===== src/rtl/aibnd_clkrx_det.sv =====
// -----------------------------------------------------------------------------
// aibnd_clkrx_det
//
// Purpose:
//   Detects the forwarded clock from the link partner. Outputs the
//   polarity-restored clock. Counts rxclk rising edges over a programmable
//   window of local clk cycles, and reports whether the count falls inside
//   an inclusive pass range.
//
//   The FSM has four states:
//     IDLE    -> MEASURE  once enabled.
//     MEASURE -> LOCKED   on the first passing window.
//     LOCKED  -> LOST     on a failing window. LOST lasts one cycle and
//                         raises clk_lost.
//     LOST    -> MEASURE  unconditionally.
//
// Optional feature:
//   AIBND_CLKRX_STICKY_EN - when defined, lost_sticky is a flop. It is set
//   on every clk_lost pulse and holds until reset. When undefined,
//   lost_sticky is tied to 0.
//
// Ports:
//   clk         in   local reference clock; everything runs on its rising edge
//   reset       in   synchronous, active-high reset
//   vccl, vssl  io   supply pins, no logic function
//   rxclk       in   forwarded clock, asynchronous to clk, arrives inverted
//   cfg_en      in   detector enable
//   cfg_win     in   [7:0] window length minus 1, in clk cycles
//   cfg_min     in   [7:0] inclusive lower bound of edges per window
//   cfg_max     in   [7:0] inclusive upper bound of edges per window
//   clkout      out  !rxclk, purely combinational
//   clk_det     out  1 while in LOCKED
//   clk_lost    out  one-cycle pulse on a loss from LOCKED
//   edge_cnt    out  [7:0] edge count of the last completed window
//   lost_sticky out  sticky loss flag (see optional feature above)
// -----------------------------------------------------------------------------
module aibnd_clkrx_det (
    input  logic       clk,
    input  logic       reset,
    inout  wire        vccl,
    inout  wire        vssl,
    input  logic       rxclk,
    input  logic       cfg_en,
    input  logic [7:0] cfg_win,
    input  logic [7:0] cfg_min,
    input  logic [7:0] cfg_max,
    output logic       clkout,
    output logic       clk_det,
    output logic       clk_lost,
    output logic [7:0] edge_cnt,
    output logic       lost_sticky
);

    typedef enum logic [1:0] {
        ST_IDLE    = 2'd0,
        ST_MEASURE = 2'd1,
        ST_LOCKED  = 2'd2,
        ST_LOST    = 2'd3
    } state_t;

    // The supply pins carry no logic. They are folded into a sink so that
    // they are visibly consumed.
    wire w_unused_supply;
    assign w_unused_supply = vccl ^ vssl;

    state_t     r_state;
    state_t     w_state_next;
    logic [2:0] r_sync;        // [0],[1] synchronizer; [2] edge-detect delay
    logic [7:0] r_win_cnt;
    logic [7:0] w_win_next;
    logic [7:0] r_acc;
    logic [7:0] w_acc_next;
    logic [7:0] r_edge_cnt;
    logic [7:0] w_edge_next;
    logic       w_edge;
    logic [7:0] w_acc_sum;
    logic       w_pass;
    logic       w_win_end;

    // The partner clock arrives inverted. Restoring it has no register
    // stage, so reset and enable do not affect it.
    assign clkout = ~rxclk;

    // One-cycle strobe per rxclk rise, seen after the 2-flop synchronizer.
    assign w_edge = r_sync[1] & ~r_sync[2];

    // Running total including this cycle's strobe. It clamps at 255.
    // The clamp is unreachable with legal rxclk phases but is kept for
    // robustness.
    assign w_acc_sum = (r_acc == 8'hFF) ? r_acc : (r_acc + 8'(w_edge));

    // When cfg_min > cfg_max, both bounds cannot hold, so the window never
    // passes.
    assign w_pass = (cfg_min <= w_acc_sum) && (w_acc_sum <= cfg_max);

    assign w_win_end = ((r_state == ST_MEASURE) || (r_state == ST_LOCKED))
                       && (r_win_cnt == cfg_win);

    always_ff @(posedge clk) begin
        if (reset) begin
            r_sync     <= 3'b000;
            r_state    <= ST_IDLE;
            r_win_cnt  <= 8'd0;
            r_acc      <= 8'd0;
            r_edge_cnt <= 8'd0;
        end else begin
            r_sync     <= {r_sync[1:0], rxclk};
            r_state    <= w_state_next;
            r_win_cnt  <= w_win_next;
            r_acc      <= w_acc_next;
            r_edge_cnt <= w_edge_next;
        end
    end

    // Next state and counters. The counters default to cleared, so every
    // path other than mid-window counting restarts the window from 0.
    always_comb begin
        w_state_next = r_state;
        w_win_next   = 8'd0;
        w_acc_next   = 8'd0;
        w_edge_next  = r_edge_cnt;

        if (!cfg_en) begin
            // Dropping the enable abandons the partial window. edge_cnt is
            // held, and no loss is reported.
            w_state_next = ST_IDLE;
        end else begin
            case (r_state)
                ST_IDLE: begin
                    w_state_next = ST_MEASURE;
                end
                ST_MEASURE, ST_LOCKED: begin
                    if (w_win_end) begin
                        w_edge_next = w_acc_sum;
                        if (w_pass) begin
                            w_state_next = ST_LOCKED;
                        end else if (r_state == ST_LOCKED) begin
                            w_state_next = ST_LOST;
                        end else begin
                            w_state_next = ST_MEASURE;
                        end
                    end else begin
                        w_win_next = r_win_cnt + 8'd1;
                        w_acc_next = w_acc_sum;
                    end
                end
                ST_LOST: begin
                    w_state_next = ST_MEASURE;
                end
                default: begin
                    w_state_next = ST_IDLE;
                end
            endcase
        end
    end

    assign clk_det  = (r_state == ST_LOCKED);
    assign clk_lost = (r_state == ST_LOST);
    assign edge_cnt = r_edge_cnt;

`ifdef AIBND_CLKRX_STICKY_EN
    // The flag is set on the edge that enters LOST, so it rises together
    // with clk_lost. It is cleared only by reset.
    logic r_lost_sticky;

    always_ff @(posedge clk) begin
        if (reset) begin
            r_lost_sticky <= 1'b0;
        end else if (w_state_next == ST_LOST) begin
            r_lost_sticky <= 1'b1;
        end
    end

    assign lost_sticky = r_lost_sticky;
`else
    assign lost_sticky = 1'b0;
`endif

endmodule


===== config.mk =====
export PLATFORM = sky130hd
export DESIGN_NAME = aibnd_clkrx_det
export DESIGN_NICKNAME = d
export VERILOG_FILES = /design/src/rtl/aibnd_clkrx_det.sv
export SDC_FILE = /design/constraint.sdc
export NUM_CORES = 1
export LEC_CHECK = 0
export ABC_AREA = 1
export CAP_MARGIN = 0
export CORE_MARGIN = 5
export CORE_UTILIZATION = 45
export DETAILED_ROUTE_END_ITERATION = 8
export HOLD_SLACK_MARGIN = 0.1
export PLACE_DENSITY = 0.74
export SETUP_SLACK_MARGIN = 0.5
export SKIP_CTS_REPAIR_TIMING = 1
export SLEW_MARGIN = 20
export SYNTH_ARGS = -nofsm -noshare
export SYNTH_HDL_FRONTEND = slang
export SYNTH_SLANG_ARGS = --single-unit

===== constraint.sdc =====
create_clock -name clk -period 2.1 [get_ports clk]
set_input_delay 0.21 -clock clk [delete_from_list [all_inputs] [get_ports clk]]
set_output_delay 0.21 -clock clk [all_outputs]
set_load 0.02 [all_outputs]

# Word level (Yosys, flattened, before mapping)
# Index checks and enable logic that the tools add are counted.
word_totals:
  reg_bits: 29
  input_bits: 28
  out_inout_bits: 14
  wordCells: 34
op_classes:
  addsub: 2
  n_bitwise: 5
  n_eq_ne: 6
  n_mux: 5
  reduce_logical: 9
  magnitude_cmp: 2
ops:
  columns: ["operator", "n"]
  rows:
  - ["8-bit <= comparator", 2]
  - ["8-bit by 1-bit adder with 8-bit output", 1]
  - ["8-bit by 1-bit adder with 8-bit output, second input constant", 1]
  - ["8-bit == test", 1]
  - ["8-bit == test, second input constant", 1]
  - ["8-bit 2-to-1 mux", 1]
  - ["2-bit 2-to-1 mux", 3]
  - ["2-bit OR reduction", 3]
  - ["2-bit == test, second input constant", 2]
  - ["1-bit NOT", 4]
  - ["2-bit case mux with 2 select lines", 1]
  - ["4-bit OR reduction", 1]
  - ["3-bit AND reduction", 1]
  - ["2-bit by 1-bit == test with 1-bit output, second input constant", 1]
  - ["1-bit logical AND", 2]
  - ["2-bit zero test", 1]
  - ["2-bit inequality test, second input constant", 1]
  - ["1-bit AND", 1]
  - ["1-bit logical OR", 1]

# Logic depth before layout (Yosys ltp)
depth:
  ltp_word: 9
  depth_mapped: 20
  depth_no_buf: 20

# Worst setup path before layout
# OpenSTA, ideal clock, no wires.
synth_path:
  path_type: "register -> register"
  from: "register r_sync[1]"
  to: "register r_state[1]"
  setup_slack_ns: -0.192
  path_buffers: 0
  synth_period_minus_slack_ns: 2.292
  path_stages_with_launch: 21
  setup_ns: 0.109
  required_time_ns: 1.991
  arrival_time_ns: 2.183
  cell_sequence: "dfxtp_1 > inv_1 > nor2_1 > ha_1 > nand3_1 > nor2_1 > nand3_1 > nand2_1 > inv_1 > nor3_1 > inv_1 > ha_1 > nand3_1 > nor2_1 > nand2_1 > nand2_1 > nand2_1 > nand2_1 > nand3_1 > nand2_1 > inv_1"
synth_via:
  elab_chain_cells: 8
  elab_cells_between_ends: 9
  cone_classes: "add/sub: 1; order compare: 2; mux: 4; bitwise: 1; reduce/logical: 1"
synth_lines:
  columns: ["item", "line", "text"]
  rows:
  - ["start: declaration", "68", "logic [2:0] r_sync;"]
  - ["start signal: assignment", "107", "r_sync <= {r_sync[1:0], rxclk};"]
  - ["1-bit AND *", "85", "assign w_edge = r_sync[1] & ~r_sync[2];"]
  - ["8-bit by 1-bit adder with 8-bit output *", "90", "assign w_acc_sum = (r_acc == 8'hFF) ? r_acc : (r_acc + 8'(w_edge));"]
  - ["8-bit 2-to-1 mux *", "90", null]
  - ["via w_acc_sum[7]", "76", "logic [7:0] w_acc_sum;"]
  - ["8-bit <= comparator", "94", "assign w_pass = (cfg_min <= w_acc_sum) && (w_acc_sum <= cfg_max);"]
  - ["1-bit logical AND *", "94", null]
  - ["2-bit 2-to-1 mux *", "135", "if (w_pass) begin"]
  - ["2-bit 2-to-1 mux *", "133", "if (w_win_end) begin"]
  - ["2-bit case mux with 2 select lines *", "128", "case (r_state)"]
  - ["end signal: assignment", "108", "r_state <= w_state_next;"]
  - ["end: declaration", "66", "state_t r_state;"]
# The timed path passes the listed nets; every way through them passes the cells marked *. The select of a mux whose other input is x is not followed.
# A chain may end at the register's enable or synchronous reset.

# Final worst setup path
layout_path:
  from: "register r_sync[1]"
  to: "register r_state[0]"
# Same word-level chain as after synthesis.

==> impl_metrics.tcl <==
set metrics [dict create \
    min_period_ns 2.43 \
    path_delay_family "simple AND/OR/NAND/NOR gates" \
    antenna_cells 0 \
    period_share 1.16 \
    holdPathStages 2 \
    ys_seq_area_frac 0.327 \
    syn_avg_cell_area_um2 7.15 \
    startpoint "r_sync[1]" \
    ys_warn_count 0 \
    reg2reg_to "r_state[0]" \
    syn_nets 295 \
    die_h_um 72.8 \
    cts_tree "yes" \
    required_ns 2.27 \
    grt_overflow_total 0 \
    grt_usage 0.167 \
    crit_top_cell "nand2_1" \
    reg2reg_setup_slack_ns -0.33 \
    drcViolationCount 0 \
    clk_latency_ns 0.28 \
    timing.rr.start "r_sync[1]" \
    fin_setup_tns_ns -1.05 \
    hold_path_end "r_sync[1]" \
    cpMaxStageDelayCell "dfxtp_2" \
    setup_viol 4 \
    cp_max_fo 2 \
    worst_ep_arrival_time_ns 2.60 \
    final_nets 372 \
    drt-total-wl_um 4820 \
    synth.cell_area_mm2 0.00177 \
    hp-class "reg2reg" \
    synthDistinctLibCells 29 \
    viasPerCell 4.94 \
    clk_pin_slew_ns 0.06 \
    syn_to_final_growth_pct 55.7 \
    io_buffers 38 \
    slew_violations 0 \
    fill_cells 293 \
    critical_path_class "reg2reg" \
    fin_worst_skew_ns 0.00228 \
    dr.pass1.iters 4 \
    gp_congestion 0.821 \
    numCtsBuffers 5 \
    r2r_cells 19 \
    antenna_left 0 \
    row_count 22 \
    route.vias.total 1844 \
    untimed_endpoints 2 \
    final_common_cell "inv_1" \
    initial_core_util 0.474 \
    grt_pass1_vias 1710 \
    grt_pass1_wl_um 7020 \
    cp-start-kind "flip-flop" \
    power_density_mw_per_mm2 415 \
    peakVddDrop_mv 0.476 \
    io_pins 42 \
    hold_viol_final 0 \
    cts_buffer_depth 2 \
    total_power_mw 1.15 \
    dp_slack_ns -0.293 \
    root_buffer "clkbuf_8" \
    drt_iter0_drc 47 \
    multiInputGateArea_mm2 0.00117 \
    worst_slack_ns -0.333 \
    core-area_mm2 0.00374 \
    fmaxAchievable_ghz 0.411 \
    dieArea_mm2 0.00530 \
    cts_sinks 29 \
    p_leak_nw 1.29 \
    grt_start_max_net_pins 17 \
    seq_area_um2 584 \
    synth_seq_cells 29 \
    failed_checks "negative setup slack" \
    routedWlPerCell_um 12.9 \
    post-route-util 0.738 \
    antenna_found_initial 0 \
    cp-end-kind "flip-flop" \
    h-tree-depth 2 \
    drive_above_1_share 0.271 \
    die_width_um 72.8 \
    synthCells 248 \
    rsz0062_at_grt "yes" \
    layout_common_cells "inv_1, clkdlybuf4s50_1, nand2_1, nor2_1" \
    crit_buf_inv 3 \
    min_from "r_sync[0]" \
    path_cells "inv_2 -> nor2_2 -> ha_2 -> nand3_4 -> nor2_4 -> buf_4 -> nand2_1 -> xor2_1 -> nand2_2 -> inv_2 -> ha_1 -> a21oi_1 -> nor2_1 -> nor2_1 -> nand2_1 -> nand2_1 -> nand2_2 -> nand2_1 -> a21oi_2" \
    maxCapViolCount 0 \
    outcome "complete, but fails checks" \
    critical_path.max_stage_delay_ns 0.33 \
    place_hpwl_um 3370 \
]
## final cells by class
type | instances | area share
sequential | 29 | 0.212
timing repair buffer | 73 | 0.247
clock buffer | 7 | 0.0312
inverter | 47 | 0.0648
multi-input combinational | 169 | 0.424
tap | 48 | 0.0217
## worst max path at each step
| stage | slack, ns | endpoint | depth (start not counted) |
|---|---|---|---|
| global placement | -0.19 | r_state[1] | 17 |
| finish | -0.33 | r_state[0] | 19 |
| detailed placement | -0.29 | r_state[1] | 20 |
| CTS | -0.32 | r_state[1] | 20 |
| floorplan | -0.1 | r_state[1] | 20 |
| global route | -0.49 | r_state[1] | 20 |
## state kept, by name (all words and copies together) (netlist names)
signal,flops
r_state,2
r_win_cnt,8
edge_cnt,8
r_sync,3
r_acc,8
## cell usage after synthesis (all sizes together)
cell	count	area (um^2)
and3b	1	8.76
nand2	40	163
a21oi	15	78.8
clkbuf	1	3.75
nor3	4	20.0
xnor2	5	43.8
xor2	9	78.8
o21ai	10	50.1
nor2	41	166
nor3b	1	7.51
or2	1	6.26
a31oi	1	6.26
dfxtp	29	581
ha	17	213
inv	47	176
buf	2	18.8
nor4	1	6.26
nand4	5	37.5
conb	1	3.75
nand3	13	75.1
o21bai	4	30.0
## worst reg2reg max path, delay by kind of cell, from the launching register on
family | cells | cell delay (ns)
fa+ha+maj | 2 | 0.45
buf+inv | 3 | 0.25
flops | 1 | 0.33
xor+xnor | 1 | 0.18
simple gates | 11 | 0.93
compound gates | 2 | 0.19
## routing by layer
| layer | part of all wire | vias up | track usage |
|---|---|---|---|
| li1 | - | 931 | - |
| met1 | 0.39 | 862 | 0.179 |
| met2 | 0.54 | 44 | 0.305 |
| met3 | 0.055 | 7 | 0.0565 |
| met4 | 0.010 | 0 | 0.0574 |
| met5 | 0 | - | 0 |
## metrics by stage
step	hold slack [ns]	std cells	instance area (um^2)
5_1_grt	0.436	373	2760
4_1_cts	0.409	363	2470
6_report	0.404	373	2760
3_3_place_gp	0.405	356	2380
3_5_place_dp	0.400	356	2380
2_1_floorplan	0.281	248	1780
## where the power goes
group | switching, mW | total, mW | internal, mW
clock | 0.190 | 0.449 | 0.259
combinational | 0.0607 | 0.141 | 0.0803
sequential | 0.00245 | 0.557 | 0.555
## cell families after synthesis
kind of cell             share of synthesized area
flip-flops                                   0.327
adder cells (fa/ha/maj)                      0.120
XOR/XNOR                                    0.0691
AND/OR/NAND/NOR                              0.276
AO/OA/AOI/OAI                               0.0931
buffers and inverters                        0.112
other                                      0.00211
(Power assumes the default switching activity.)
